**src/rtl/ct2_timer_ctrl.sv**
```systemverilog
// Sequencing controller for a chain of CT2 4-bit counter stages forming one
// programmable interval timer with one-shot / periodic modes and optional gating.
module ct2_timer_ctrl #(
   parameter int STAGES = 4
) (
   input  logic                  C,
   input  logic                  notR,
   input  logic                  WR,
   input  logic [1:0]            A,
   input  logic [7:0]            DI,
   input  logic                  GATE,
   input  logic [4*STAGES-1:0]   Q,
   output logic [4*STAGES-1:0]   D,
   output logic                  LOAD,
   output logic                  CLR,
   output logic [STAGES-1:0]     E,
   output logic                  TC,
   output logic                  OUT,
   output logic                  BUSY
);
   localparam int N = 4 * STAGES;

   typedef enum logic [2:0] {
      S_CLEAR,
      S_IDLE,
      S_LOAD,
      S_RUN,
      S_DONE
   } state_e;

   state_e       state_q, state_d;
   logic [N-1:0] reload_q, reload_d;
   logic         mode_q, mode_d;
   logic         gate_en_q, gate_en_d;
   logic         tc_q, tc_d;
   logic         out_q, out_d;
   logic [15:0]  reload_ext;
   logic         wr_ctrl, start, stop, cen, term, carry;

   assign wr_ctrl = WR && (A == 2'd2);
   assign start   = wr_ctrl && DI[0];
   assign stop    = wr_ctrl && DI[3];
   assign cen     = ~gate_en_q | GATE;
   assign term    = (state_q == S_RUN) && (&Q) && cen;

   // Reload is kept as a 16-bit image so the high-byte write can drop bits above N-1.
   always_comb begin
      reload_ext = 16'(reload_q);
      if (WR && (A == 2'd0)) reload_ext[7:0]  = DI;
      if (WR && (A == 2'd1)) reload_ext[15:8] = DI;
      reload_d  = reload_ext[N-1:0];
      mode_d    = wr_ctrl ? DI[1] : mode_q;
      gate_en_d = wr_ctrl ? DI[2] : gate_en_q;
   end

   // NOTE: every output of this block gets a default first, so no path leaves one unassigned and no latch is inferred.
   always_comb begin
      state_d = state_q;
      CLR     = 1'b0;
      LOAD    = 1'b0;
      E       = '0;
      carry   = 1'b1;
      case (state_q)
         S_CLEAR: begin
            CLR     = 1'b1;
            E       = '1;
            state_d = S_IDLE;
         end
         S_IDLE: if (start) state_d = S_LOAD;
         S_LOAD: begin
            LOAD    = 1'b1;
            E       = '1;
            state_d = S_RUN;
         end
         S_RUN: begin
            // Ripple carry is taken from Q so every stage sees it on the same edge.
            for (int i = 0; i < STAGES; i++) begin
               E[i]  = cen & carry;
               carry = carry & (&Q[4*i +: 4]);
            end
            if (term) begin
               if (mode_q) begin
                  LOAD = 1'b1;
                  E    = '1;
               end else begin
                  state_d = S_DONE;
               end
            end
            if (start) state_d = S_LOAD;
         end
         S_DONE: if (start) state_d = S_LOAD;
         default: state_d = S_CLEAR;
      endcase
      if (stop) state_d = S_CLEAR;
   end

   always_comb begin
      tc_d = term && (state_d != S_CLEAR);
      if (state_d == S_CLEAR)  out_d = 1'b0;
      else if (!mode_q)        out_d = (state_d == S_DONE);
      else                     out_d = out_q ^ term;
   end

   // NOTE: state registers use non-blocking assignments so all of them update together at the edge.
   always_ff @(posedge C or posedge notR) begin
      if (notR) begin
         state_q   <= S_CLEAR;
         reload_q  <= '0;
         mode_q    <= 1'b0;
         gate_en_q <= 1'b0;
         tc_q      <= 1'b0;
         out_q     <= 1'b0;
      end else begin
         state_q   <= state_d;
         reload_q  <= reload_d;
         mode_q    <= mode_d;
         gate_en_q <= gate_en_d;
         tc_q      <= tc_d;
         out_q     <= out_d;
      end
   end

   assign D    = reload_q;
   assign TC   = tc_q;
   assign OUT  = out_q;
   assign BUSY = (state_q == S_LOAD) || (state_q == S_RUN);

endmodule

```
**config.mk**
```make
export PLATFORM = sky130hd
export DESIGN_NAME = ct2_timer_ctrl
export DESIGN_NICKNAME = d
export VERILOG_FILES = /design/src/rtl/ct2_timer_ctrl.sv
export SDC_FILE = /design/constraint.sdc
export NUM_CORES = 1
export LEC_CHECK = 0
export CAP_MARGIN = 10
export CORE_MARGIN = 3
export CORE_UTILIZATION = 35
export CTS_CLUSTER_DIAMETER = 120
export CTS_CLUSTER_SIZE = 20
export DETAILED_ROUTE_END_ITERATION = 12
export GPL_ROUTABILITY_DRIVEN = 0
export HOLD_SLACK_MARGIN = 0.02
export PLACE_DENSITY = 0.68
export REMOVE_ABC_BUFFERS = 1
export SLEW_MARGIN = 20
export SYNTH_ARGS = -nofsm -noshare
export SYNTH_HDL_FRONTEND = slang
export SYNTH_SLANG_ARGS = --single-unit
```
**constraint.sdc**
```tcl
create_clock -name C -period 2 [get_ports C]
set_clock_uncertainty 0.2 [all_clocks]
set_input_delay 0.5 -clock C [delete_from_list [all_inputs] [get_ports C]]
set_output_delay 0.5 -clock C [all_outputs]
set_load 0.03 [all_outputs]
```
==> metrics.md, run 1 <==
| Metric | Value |
|---|---|
| Syn Area/Cell | `approximately 12 sq um` |
| Post-synthesis sequential area ratio | `around half` |
| Count of cell types in the netlist | `32` |
| Crit path depth | `6` |
| RSZ-0062 raised after global routing | `yes` |
| CP endpoint kind | `output pin` |
| First-pass GRT wire length | `around 5.0 mm` |
| Total power | `1320 uW` |
| Post-synth EDFFs | `0` |
| MaxCap Viol Count | `0` |
| Beginning of the worst register-to-register path | `state_q[0]$_DFF_PP0_` |
| Slew margin rel. | `roughly three quarters` |
| Status | `finished with violations` |
| Congestion Overflow GR | `0` |
| H-tree levels | `1` |
| PD cells | `around 730 nW/um^2` |
| Die height | `62.3 um` |
| Port-buffer cells | `54` |
| Crit Reg-Reg Endpoint | `OUT$_DFF_PP0_` |
| Max Root-Sink Buffers | `2` |
| Hold WC Path Type | `input pin to asynchronous set/reset pin` |
| Leak | `0.000842 uW` |
| Pin count of the biggest net entering global routing | `14` |
| Area after DPL | `~1800 sq um` |
| Finished layout cell area | `approximately 1800 sq um` |
| Clock root buffer | `clkbuf_4` |
| Worst Max-Slew Pin Slew | `approximately 0.35 ns` |
| Ys Warns | `0` |
| Max VDD drop | `between 0.0005 and 0.0006 V` |
| WP buf/inv | `2` |
| Reg2reg setup slack | `0.21 ns` |
| Pre-CTS setup slack | `-0.616 ns` |
| Die ar. | `3880 sq um` |
| Arrival time worst endpoint | `1.51 ns` |
| Vias per cell | `4.82` |
| Startpoint types | `flop` |
| Clock-pin slew on the worst setup and hold paths | `0.12 ns` |
| Seq cells post-synth | `23` |
| Filler Cell Count | `between 200 and 250` |
| Share of layout cells above drive strength 1 | `a little over two fifths` |
| Core ar. | `roughly 2900 sq um` |
| CP max stage delay | `0.40 ns` |
| Max Freq | `about 0.45 GHz` |
| Pins Over Slew Limit | `0` |
| Layout area overhead | `62.8%` |
| Setup tns final | `-0.532 ns` |
| Fin util | `a little over three fifths` |
| Drt wl/cell | `around 14 um` |
| Detailed Place HPWL | `2.27 mm` |
| Top_reg_cell synth | `dfrtp_1` |
| Crit path to | `LOAD` |
| Initial antenna violation count | `0` |
| Final setup violation count | `4` |
| Clock latency on the worst-skew pair | `around 0.30 ns` |
| Total global-route track usage | `between 10% and 20%` |
| Failing checks | `setup timing` |
| Reg2Reg Depth | `7` |
| Routed Antenna Nets | `0` |
| Crit path from | `state_q[2]$_DFF_PP0_` |
| Family with the most delay on the worst path | `simple AND/OR/NAND/NOR gates` |
| Final nets | `approximately 200` |
| Post-synthesis cell count | `just over 90` |
| Die width | `62.3 um` |
| Starting Density | `about two fifths` |
| Post-synth ARST share | `100%` |
| Drt drc | `0` |
| Vias in the first global route | `between 1,000 and 1,500` |
| Max FO, Critical Path | `3` |
| Final min period | `2.21 ns` |
| DRT Wirelength | `about 3 mm` |
| ANT cells | `0` |
| Period utilisation layout | `111%` |
| Clock sink count | `23` |
| Final hold viol count | `0` |
| Critical setup path kind | `flop to output pin` |
| Setup WS post-layout | `-0.212 ns` |
| Floorplan row count | `19` |
| CTS tree | `done` |
| Crit path required time | `roughly 1.3 ns` |
| Cell Chain, Critical Path | `nand2b_4 -> inv_2 -> and3_4 -> nand3_2 -> a21oi_2 -> buf_6` |
| Via Count | `around 1,000` |
| Synth Cell Area | `between 1000 and 1500 sq um` |
| TritonRoute pass-1 iters | `4` |
| I/O pin count | `55` |
| Drt first-iter violations | `63` |
| Slowest cell on the critical path | `dfrtp_1` |
| Number of buffers created by CTS | `3` |
==> metal layers <==
layer / global-route usage (%) / up-vias / part of all wire (%)
met5: 0 / - / 0
met4: 3.31 / 0 / 0.38
met3: 7.21 / 2 / 11
met2: 26.9 / 47 / 50
met1: 17.6 / 467 / 38
li1: - / 476 / -
==> sequential cells by signal, indices dropped and copies added (netlist names) <==
signal and cells:
D 16, TC 1, state_q 3, gate_en_q 1
OUT 1, mode_q 1
==> cell families after synthesis <==
logic type | after synthesis | share of synthesized area (%)
simple gates | 26 | 17.0
flops | 23 | 51.9
mux | 18 | 18.2
compound gates | 15 | 8.24
buf+inv | 8 | 3.84
xor+xnor | 1 | 0.790
==> stage by stage <==
step	std cells	hold WS (ns)
after global routing	206	0.240
after global placement	198	0.273
after CTS	205	0.238
after detailed placement	198	0.274
after floorplan	88	0.280
final	206	0.248
==> cells in the mapped netlist (2+ instances only) <==
cell      count  share of area (%)
nor3_1        2               0.90
nor2_1        2               0.68
a21oi_1       4                1.8
a31oi_1       2                1.1
nand2_1       5                1.7
o21ai_0       5                2.3
dfrtp_1      23                 52
nand4_1       3                1.7
mux2_2       17                 17
nand3b_1      2                1.4
inv_1         4                1.4
nand3_1       2               0.90
==> report_power, final <==
part	leakage, uW	switching (uW)	total, uW	internal (uW)
sequential	0.000276	42.9	583	540
combinational	0.000548	301	532	230
clock	0.0000177	130	204	74.4
total	0.000842	474	1320	845
==> cell type report <==
| type | instances | area, sq um | share of cell area (%) |
|---|---|---|---|
| Clock buffer | 3 | 22.5 | 1.25 |
| Clock inverter | 1 | 5.00 | 0.277 |
| Inverter | 5 | 18.8 | 1.04 |
| Multi-Input combinational cell | 60 | 536 | 29.7 |
| Sequential cell | 23 | 576 | 31.9 |
| Tap cell | 42 | 52.6 | 2.91 |
| Timing Repair Buffer | 72 | 594 | 32.9 |
==> cells in the final DEF, fill, tap and decap left out, types with 3 or more instances in the layout <==
| cell | Yosys | layout |
|---|---|---|
| buf_4 | 1 | 22 |
| buf_2 | 1 | 9 |
| buf_6 | 1 | 3 |
| clkbuf_4 | 0 | 3 |
| nand2_1 | 5 | 3 |
| nand4_1 | 3 | 3 |
| clkdlybuf4s50_1 | 0 | 12 |
| mux2_2 | 17 | 17 |
| a21oi_1 | 4 | 3 |
| dlygate4sd2_1 | 0 | 24 |
| dfrtp_1 | 23 | 23 |
| inv_1 | 4 | 3 |
| o21ai_0 | 5 | 4 |
==> worst min-delay path by stage <==
| stage | start | endpoint | cells after the start |
|---|---|---|---|
| finish | notR | D[15]$_DFFE_PP0P_ | 2 |
| global route | notR | D[7]$_DFFE_PP0P_ | 2 |
| CTS | notR | D[6]$_DFFE_PP0P_ | 2 |
| detailed placement | D[11]$_DFFE_PP0P_ | D[11]$_DFFE_PP0P_ | 2 |
| global placement | D[11]$_DFFE_PP0P_ | D[11]$_DFFE_PP0P_ | 2 |
| floorplan | gate_en_q$_DFFE_PP0N_ | gate_en_q$_DFFE_PP0N_ | 1 |
==> what timing repair did <==
| item | 4_1_cts | 5_1_grt |
|---|---|---|
| setup endpoints to repair | 24 | 6 |
| setup buffers | 3 | 1 |
| hold buffers | 0 | 0 |
| gates resized for setup | 68 | 6 |
| pin swaps | 11 | 3 |
Power figures use the tool's default switching activity.
==> run 2: changes to the inputs <==
Settings changed: ABC_AREA from default to 1, PLACE_DENSITY 0.68 to 0.69.
==> run 2 against run 1 <==
Against the previous run: the run still ends with setup timing left; cell count grew 21%; register-to-register slack gained 0.11 ns; synthesized cell count grew 54%; setup slack gained 0.033 ns; routed wire length grew 7.0%; fmax grew 1.5%; first-iteration DRC count shrank 57%; critical path depth grew 1; final area grew 2.5%; clock power grew 3%; global-route usage grew 1.8 points; critical path type is now input pin to output pin.
==> metrics.md, run 2 <==
| Metric | Value |
|---|---|
| Status | `finished with violations` |
| Failing checks | `setup timing` |
| Sw Share | `about 42%` |
| Commonest cells post-synth | `nand2_1 (43), dfrtp_1 (23), inv_1 (22), o21ai_0 (22), nor2_1 (8)` |
| Max reg flops | `16` |
| Startpoint types | `input pin` |
| Floorplan row count | `19` |
| Clock-pin slew on the worst setup and hold paths | `0.11 ns` |
| Post-synth ARST share | `between 90% and 100%` |
| Family with the most delay on the worst path | `simple AND/OR/NAND/NOR gates` |
| Vias per cell | `between 4 and 5` |
| Drt drc | `0` |
| Critical setup path kind | `input pin to output pin` |
| H-tree levels | `1` |
| Arrival time worst endpoint | `around 1.5 ns` |
| Die height | `about 62 um` |
| Synth Cell Area | `between 1000 and 1500 sq um` |
| Clock sink count | `23` |
| Final hold viol count | `0` |
| Combinational group share of total power | `around half` |
| CP endpoint kind | `output pin` |
| Count of cell types in the netlist | `16` |
| Number of buffers created by CTS | `3` |
| Syn Area/Cell | `around 8 sq um` |
| Clock root buffer | `clkbuf_4` |
| Net Switching | `between 700 and 800 uW` |
| Clock latency on the worst-skew pair | `roughly 0.31 ns` |
| Core ar. | `roughly 2900 sq um` |
| Max Freq | `0.459 GHz` |
| Yosys top cell by area | `dfrtp_1` |
| Ranking of synthesized cells by area | `dfrtp_1 (53%), nand2_1 (15%), o21ai_0 (10%)` |
| Hold Slack | `a little under 0.3 ns` |
| Slew margin rel. | `between 70% and 80%` |
| PD cells | `906 nW/um^2` |
| Max VDD drop | `0.000514 V` |
| Max Root-Sink Buffers | `2` |
| Worst Max-Slew Pin Slew | `roughly 0.33 ns` |
| Period utilisation layout | `109%` |
| Post-synthesis cell count | `between 100 and 150` |
| Share of layout cells above drive strength 1 | `23.9%` |
| Leak | `between 0.001 and 0.0015 uW` |
| Hold WC Path Type | `flop to flop` |
| I/O pin count | `55` |
| Met2 Use GR | `30.9%` |
| CTS tree | `done` |
| Drt wl/cell | `about 13 um` |
| Filler Cell Count | `about 260` |
| DRT Wirelength | `3.12 mm` |
| Die ar. | `3830 sq um` |
| Routed Antenna Nets | `0` |
| Pins Over Slew Limit | `0` |
| Most frequent cells in the layout | `nand2_1 (38), dlygate4sd2_1 (31), dfrtp_1 (22), inv_1 (22), buf_4 (22)` |
| Pre-CTS setup slack | `-0.484 ns` |
| Post-synthesis sequential area ratio | `52.7%` |
| Layout area overhead | `69.3%` |
| Via Count | `about 1,200` |
| Final min period | `~2.2 ns` |
| Seq cells post-synth | `23` |
| Vias in the first global route | `~1,200` |
| Synth top area share | `a little over half` |
| Final nets | `around 250` |
| First-pass GRT wire length | `4.95 mm` |
| Initial antenna violation count | `0` |
| Pin count of the biggest net entering global routing | `24` |
| Detailed Place HPWL | `2.40 mm` |
| Setup WS post-layout | `-0.178 ns` |
| Share of total power in the clock network | `around 13%` |
| Final setup violation count | `4` |
| Crit path required time | `1.30 ns` |
| Top_reg_cell synth | `dfrtp_1` |
| Port-buffer cells | `54` |
| Congestion Overflow GR | `0` |
| M1 GR Usage | `18.2%` |
| Post-synth EDFFs | `0` |
| MaxCap Viol Count | `0` |
| Most common cell after layout, fill and taps aside | `nand2_1` |
| TritonRoute pass-1 iters | `4` |
| Total global-route track usage | `between 15 and 20%` |
| Slowest cell on the critical path | `dlygate4sd2_1` |
| Most numerous cell in the Yosys netlist | `nand2_1` |
| Ys Warns | `0` |
| ANT cells | `0` |
| Global-route met3 utilization | `6.82%` |
| Starting Density | `a little under two fifths` |
| Cell Chain, Critical Path | `dlygate4sd2_1 -> nand4_1 -> nor2_4 -> nand3_2 -> nor2_1 -> o21a_1 -> buf_6` |
| Max FO, Critical Path | `2` |
| Die width | `just over 60 um` |
| RSZ-0062 raised after global routing | `yes` |
| Drt first-iter violations | `27` |
| Internal power | `967 uW` |
| Global route hottest layer | `met2` |
| Seq pwr share | `between 30% and 40%` |
| CP max stage delay | `0.20 ns` |
| WP buf/inv | `2` |
[run 2: cell count changes after synthesis, moves of 5 or more]
cell	change
nand2_1	+38
o21ai_0	+17
inv_1	+18
nor2_1	+6
mux2_2	-17
nand3_1	+5
[run 2: kinds of logic after synthesis]
kind of cell	synth area share, %
AND/OR/NAND/NOR	25.5
flip-flops	52.7
AO/OA/AOI/OAI	13.2
buffers and inverters	8.59
[run 2: worst reg2reg max path, stage by stage (launching register included)]
cell and delay, ns:
dfrtp_1 0.41, nand2_2 0.08, nand2_2 0.08, nor2_4 0.12, nand3_2 0.09, buf_4 0.14, buf_4 0.12, buf_4 0.12
nand2_1 0.05, nand3_1 0.06, nand2_1 0.09, nor2_2 0.03
[run 2: final timing paths]
path                                       start              endpoint  slack [ns]  cells after the start
max in group asynchronous                   notR  state_q[0]$_DFF_PP0_        1.06                      3
setup reg to reg           gate_en_q$_DFFE_PP0N_         OUT$_DFF_PP0_        0.32                     11
setup / recovery                            Q[5]                  LOAD       -0.18                      7
hold / removal                  D[9]$_DFFE_PP0P_      D[9]$_DFFE_PP0P_        0.29                      2
hold reg to reg                 D[9]$_DFFE_PP0P_      D[9]$_DFFE_PP0P_        0.29                      2
min in group asynchronous                   notR     D[13]$_DFFE_PP0P_        0.30                      3
[run 2: stage by stage]
| step | total power (uW) | setup TNS [ns] | util, % | instance area [sq um] | instances |
|---|---|---|---|---|---|
| after floorplan | 1060 | -0.271 | - | 1080 | 138 |
| after global placement | 1410 | -1.79 | 61.2 | 1750 | 236 |
| after detailed placement | 1430 | -2.06 | 61.2 | 1750 | 236 |
| after CTS | 1630 | -0.531 | 63.1 | 1800 | 245 |
| after global routing | 1780 | -0.913 | 64.8 | 1850 | 249 |
| final | 1680 | -0.404 | 64.8 | 1850 | 249 |
[run 2: power groups by stage]
| stage | sequential [uW] | clock (uW) | combinational (uW) |
|---|---|---|---|
| finish | 601 | 211 | 863 |
| global route | 613 | 234 | 935 |
| CTS | 599 | 219 | 816 |
| detailed placement | 606 | 0 | 824 |
| global placement | 601 | 0 | 805 |
| floorplan | 712 | 0 | 352 |
[run 2: metal layers]
metal / vias up / share of wire, %
met1: 546 / 38
met5: - / 0
met4: 0 / 1.3
li1: 597 / -
met2: 53 / 49
met3: 6 / 12
[run 2: cell type report]
| type | count | area, sq um | area share, % |
|---|---|---|---|
| repair buffers | 76 | 649 | 35.1 |
| flip-flops and latches | 23 | 577 | 31.2 |
| multi-input cells | 92 | 472 | 25.5 |
| inverters | 23 | 86.3 | 4.67 |
| well taps | 31 | 38.8 | 2.10 |
| clock buffers | 4 | 26.3 | 1.42 |
[run 2: repair_timing]
item	4_1_cts	5_1_grt
hold buffers	0	0
gates resized for setup	62	7
pin swaps	17	8
hold endpoints to repair	0	0
buffers inserted	5	5
endpoints found under the setup margin	25	6
==> run 3: changes to the inputs <==
Settings changed: CORE_ASPECT_RATIO from default to 0.9.
==> run 3 against run 2 <==
Against the previous run: the run still ends with setup timing left; sequential power is 2% higher; power rose by 3.4%; via count shrank 1.9%; combinational power rose by 5.9%; critical endpoint unchanged.
==> metrics.md, run 3 (same netlist as run 2, synthesis figures left out) <==
| Metric | Value |
|---|---|
| Status | `finished with violations` |
| Failing checks | `setup timing` |
| Area after DPL | `1760 sq um` |
| Most frequent cells in the layout | `nand2_1 (39), dlygate4sd2_1 (31), buf_4 (23)` |
| Hold Crit Endpoint | `D[0]$_DFFE_PP0P_` |
| Die height | `around 60 um` |
| Die ar. | `3830 sq um` |
| TritonRoute pass-1 iters | `4` |
| CTS tree | `done` |
| Crit Reg-Reg Endpoint | `OUT$_DFF_PP0_` |
| Max FO, Critical Path | `2` |
| Setup WS post-layout | `-0.185 ns` |
| Max reg flops | `16` |
| Hold Slack | `0.296 ns` |
| Vias in the first global route | `approximately 1,200` |
| Number of buffers created by CTS | `3` |
| Port-buffer cells | `between 50 and 60` |
| Most common cell after layout, fill and taps aside | `nand2_1` |
| CP endpoint kind | `output pin` |
| Cell Chain, Critical Path | `buf_2 -> nand2_1 -> nor2_1 -> nand2_4 -> nor2_4 -> nand3_2 -> nor2_2 -> o21a_1 -> buf_6` |
| Drt drc | `0` |
| MaxCap Viol Count | `0` |
| Pins Over Slew Limit | `0` |
| Share of layout cells above drive strength 1 | `26.2%` |
| Reg2reg setup slack | `approximately 0.34 ns` |
| Pin count of the biggest net entering global routing | `24` |
| CP max stage delay | `0.19 ns` |
| Reg2Reg Depth | `11` |
| Max Freq | `0.458 GHz` |
| Drt first-iter violations | `23` |
| Finished layout cell area | `between 1500 and 2000 sq um` |
| Detailed Place HPWL | `roughly 2.5 mm` |
| Layout area overhead | `74.9%` |
| Max VDD drop | `0.000509 V` |
| Cts hold-fix bufs | `0` |
| Arrival time worst endpoint | `about 1.5 ns` |
| Critical setup path kind | `input pin to output pin` |
| Congestion Overflow GR | `0` |
| Final hold viol count | `0` |
| Final setup violation count | `6` |
| Crit path depth | `9` |
| Register area | `578 sq um` |
| Clock latency on the worst-skew pair | `around 0.30 ns` |
| Clock-pin slew on the worst setup and hold paths | `approximately 0.12 ns` |
| Routed Antenna Nets | `0` |
| Final min period | `~2.2 ns` |
| Worst Max-Slew Pin Slew | `between 0.3 and 0.4 ns` |
| Die width | `64.9 um` |
| Fin util | `around 67%` |
| Period utilisation layout | `109%` |
| Startpoint types | `input pin` |
| I/O pin count | `55` |
| Floorplan row count | `18` |
| DRT Wirelength | `3.36 mm` |
| Via Count | `roughly 1,200` |
| Filler Cell Count | `between 200 and 300` |
| Drt wl/cell | `12.9 um` |
| Crit path required time | `about 1.3 ns` |
| PD cells | `around 900 nW/um^2` |
| Initial antenna violation count | `0` |
| Footprint of the multi-input gates | `roughly 480 sq um` |
| Vias per cell | `4.52` |
| Beginning of the worst register-to-register path | `gate_en_q$_DFFE_PP0N_` |
| Leak | `a little over 0.001 uW` |
| Worst Hold Depth | `2` |
| ANT cells | `0` |
| Max Root-Sink Buffers | `2` |
| Clock root buffer | `clkbuf_4` |
| H-tree levels | `1` |
| Starting Density | `a little under two fifths` |
| Hold WC Path Type | `flop to flop` |
| Core ar. | `between 2000 and 3000 sq um` |
| Family with the most delay on the worst path | `simple AND/OR/NAND/NOR gates` |
| Clock sink count | `23` |
| First-pass GRT wire length | `5.49 mm` |
| Total global-route track usage | `18.2%` |
| Slew margin rel. | `about four fifths` |
| Slowest cell on the critical path | `nor2_1` |
| RSZ-0062 raised after global routing | `yes` |
| Final nets | `252` |
| Hold path startpoint | `D[0]$_DFFE_PP0P_` |
| WP buf/inv | `2` |
==> run 3: cell count changes in the layout (fill, tap and decap cells not counted), moves of 2 or more <==
cell and change:
buf_6 +3, inv_1 -2, inv_2 +2, nand2_2 -3
nand2_4 +2, nor2_2 +2
==> run 3: metrics by stage <==
| stage | total power (uW) | std cells | setup WS (ns) | TNS (ns) |
|---|---|---|---|---|
| 2_1_floorplan | 1060 | 138 | -0.113 | -0.271 |
| 3_3_place_gp | 1410 | 245 | -0.425 | -1.69 |
| 3_5_place_dp | 1420 | 245 | -0.478 | -1.94 |
| 4_1_cts | 1660 | 255 | -0.196 | -0.471 |
| 5_1_grt | 1830 | 261 | -0.269 | -1.31 |
| 6_report | 1730 | 261 | -0.185 | -0.825 |
==> run 3: worst max-delay path by stage <==
| stage | slack (ns) | from | to |
|---|---|---|---|
| final | -0.18 | Q[3] | LOAD |
| after detailed placement | -0.48 | GATE | LOAD |
| after CTS | -0.20 | state_q[2]$_DFF_PP0_ | LOAD |
| after floorplan | -0.11 | Q[0] | E[1] |
| after global routing | -0.27 | Q[3] | LOAD |
| after global placement | -0.43 | Q[0] | LOAD |
==> run 3: layout make-up <==
cell class	instances	area share, %
multi-input combinational	92	25.3
timing repair buffer	79	35.9
inverter	23	4.52
tap	40	2.62
sequential	23	30.3
clock buffer	4	1.38
==> run 3: tightest hold or removal path, cell delays in order (launching register included) <==
cell	delay [ns]
dfrtp_1	0.36
nand2_1	0.05
o21ai_0	0.06
==> run 3: report_power, final <==
group | switching [uW] | internal [uW]
combinational | 538 | 376
clock | 128 | 77.8
sequential | 66.7 | 546
==> run 3: what timing repair did <==
item | in CTS | in global routing
gates resized for setup | 62 | 10
setup buffers | 6 | 7
cloned | 0 | 0
pin swaps | 17 | 10
endpoints found under the setup margin | 24 | 7
==> run 3: layer usage <==
metal	up-vias	routed length (um)	global-route usage [%]
met1	557	1350	21.9
met3	2	111	3.80
met2	19	1880	33.7
met5	-	0	0
met4	0	23	3.61
li1	601	-	-
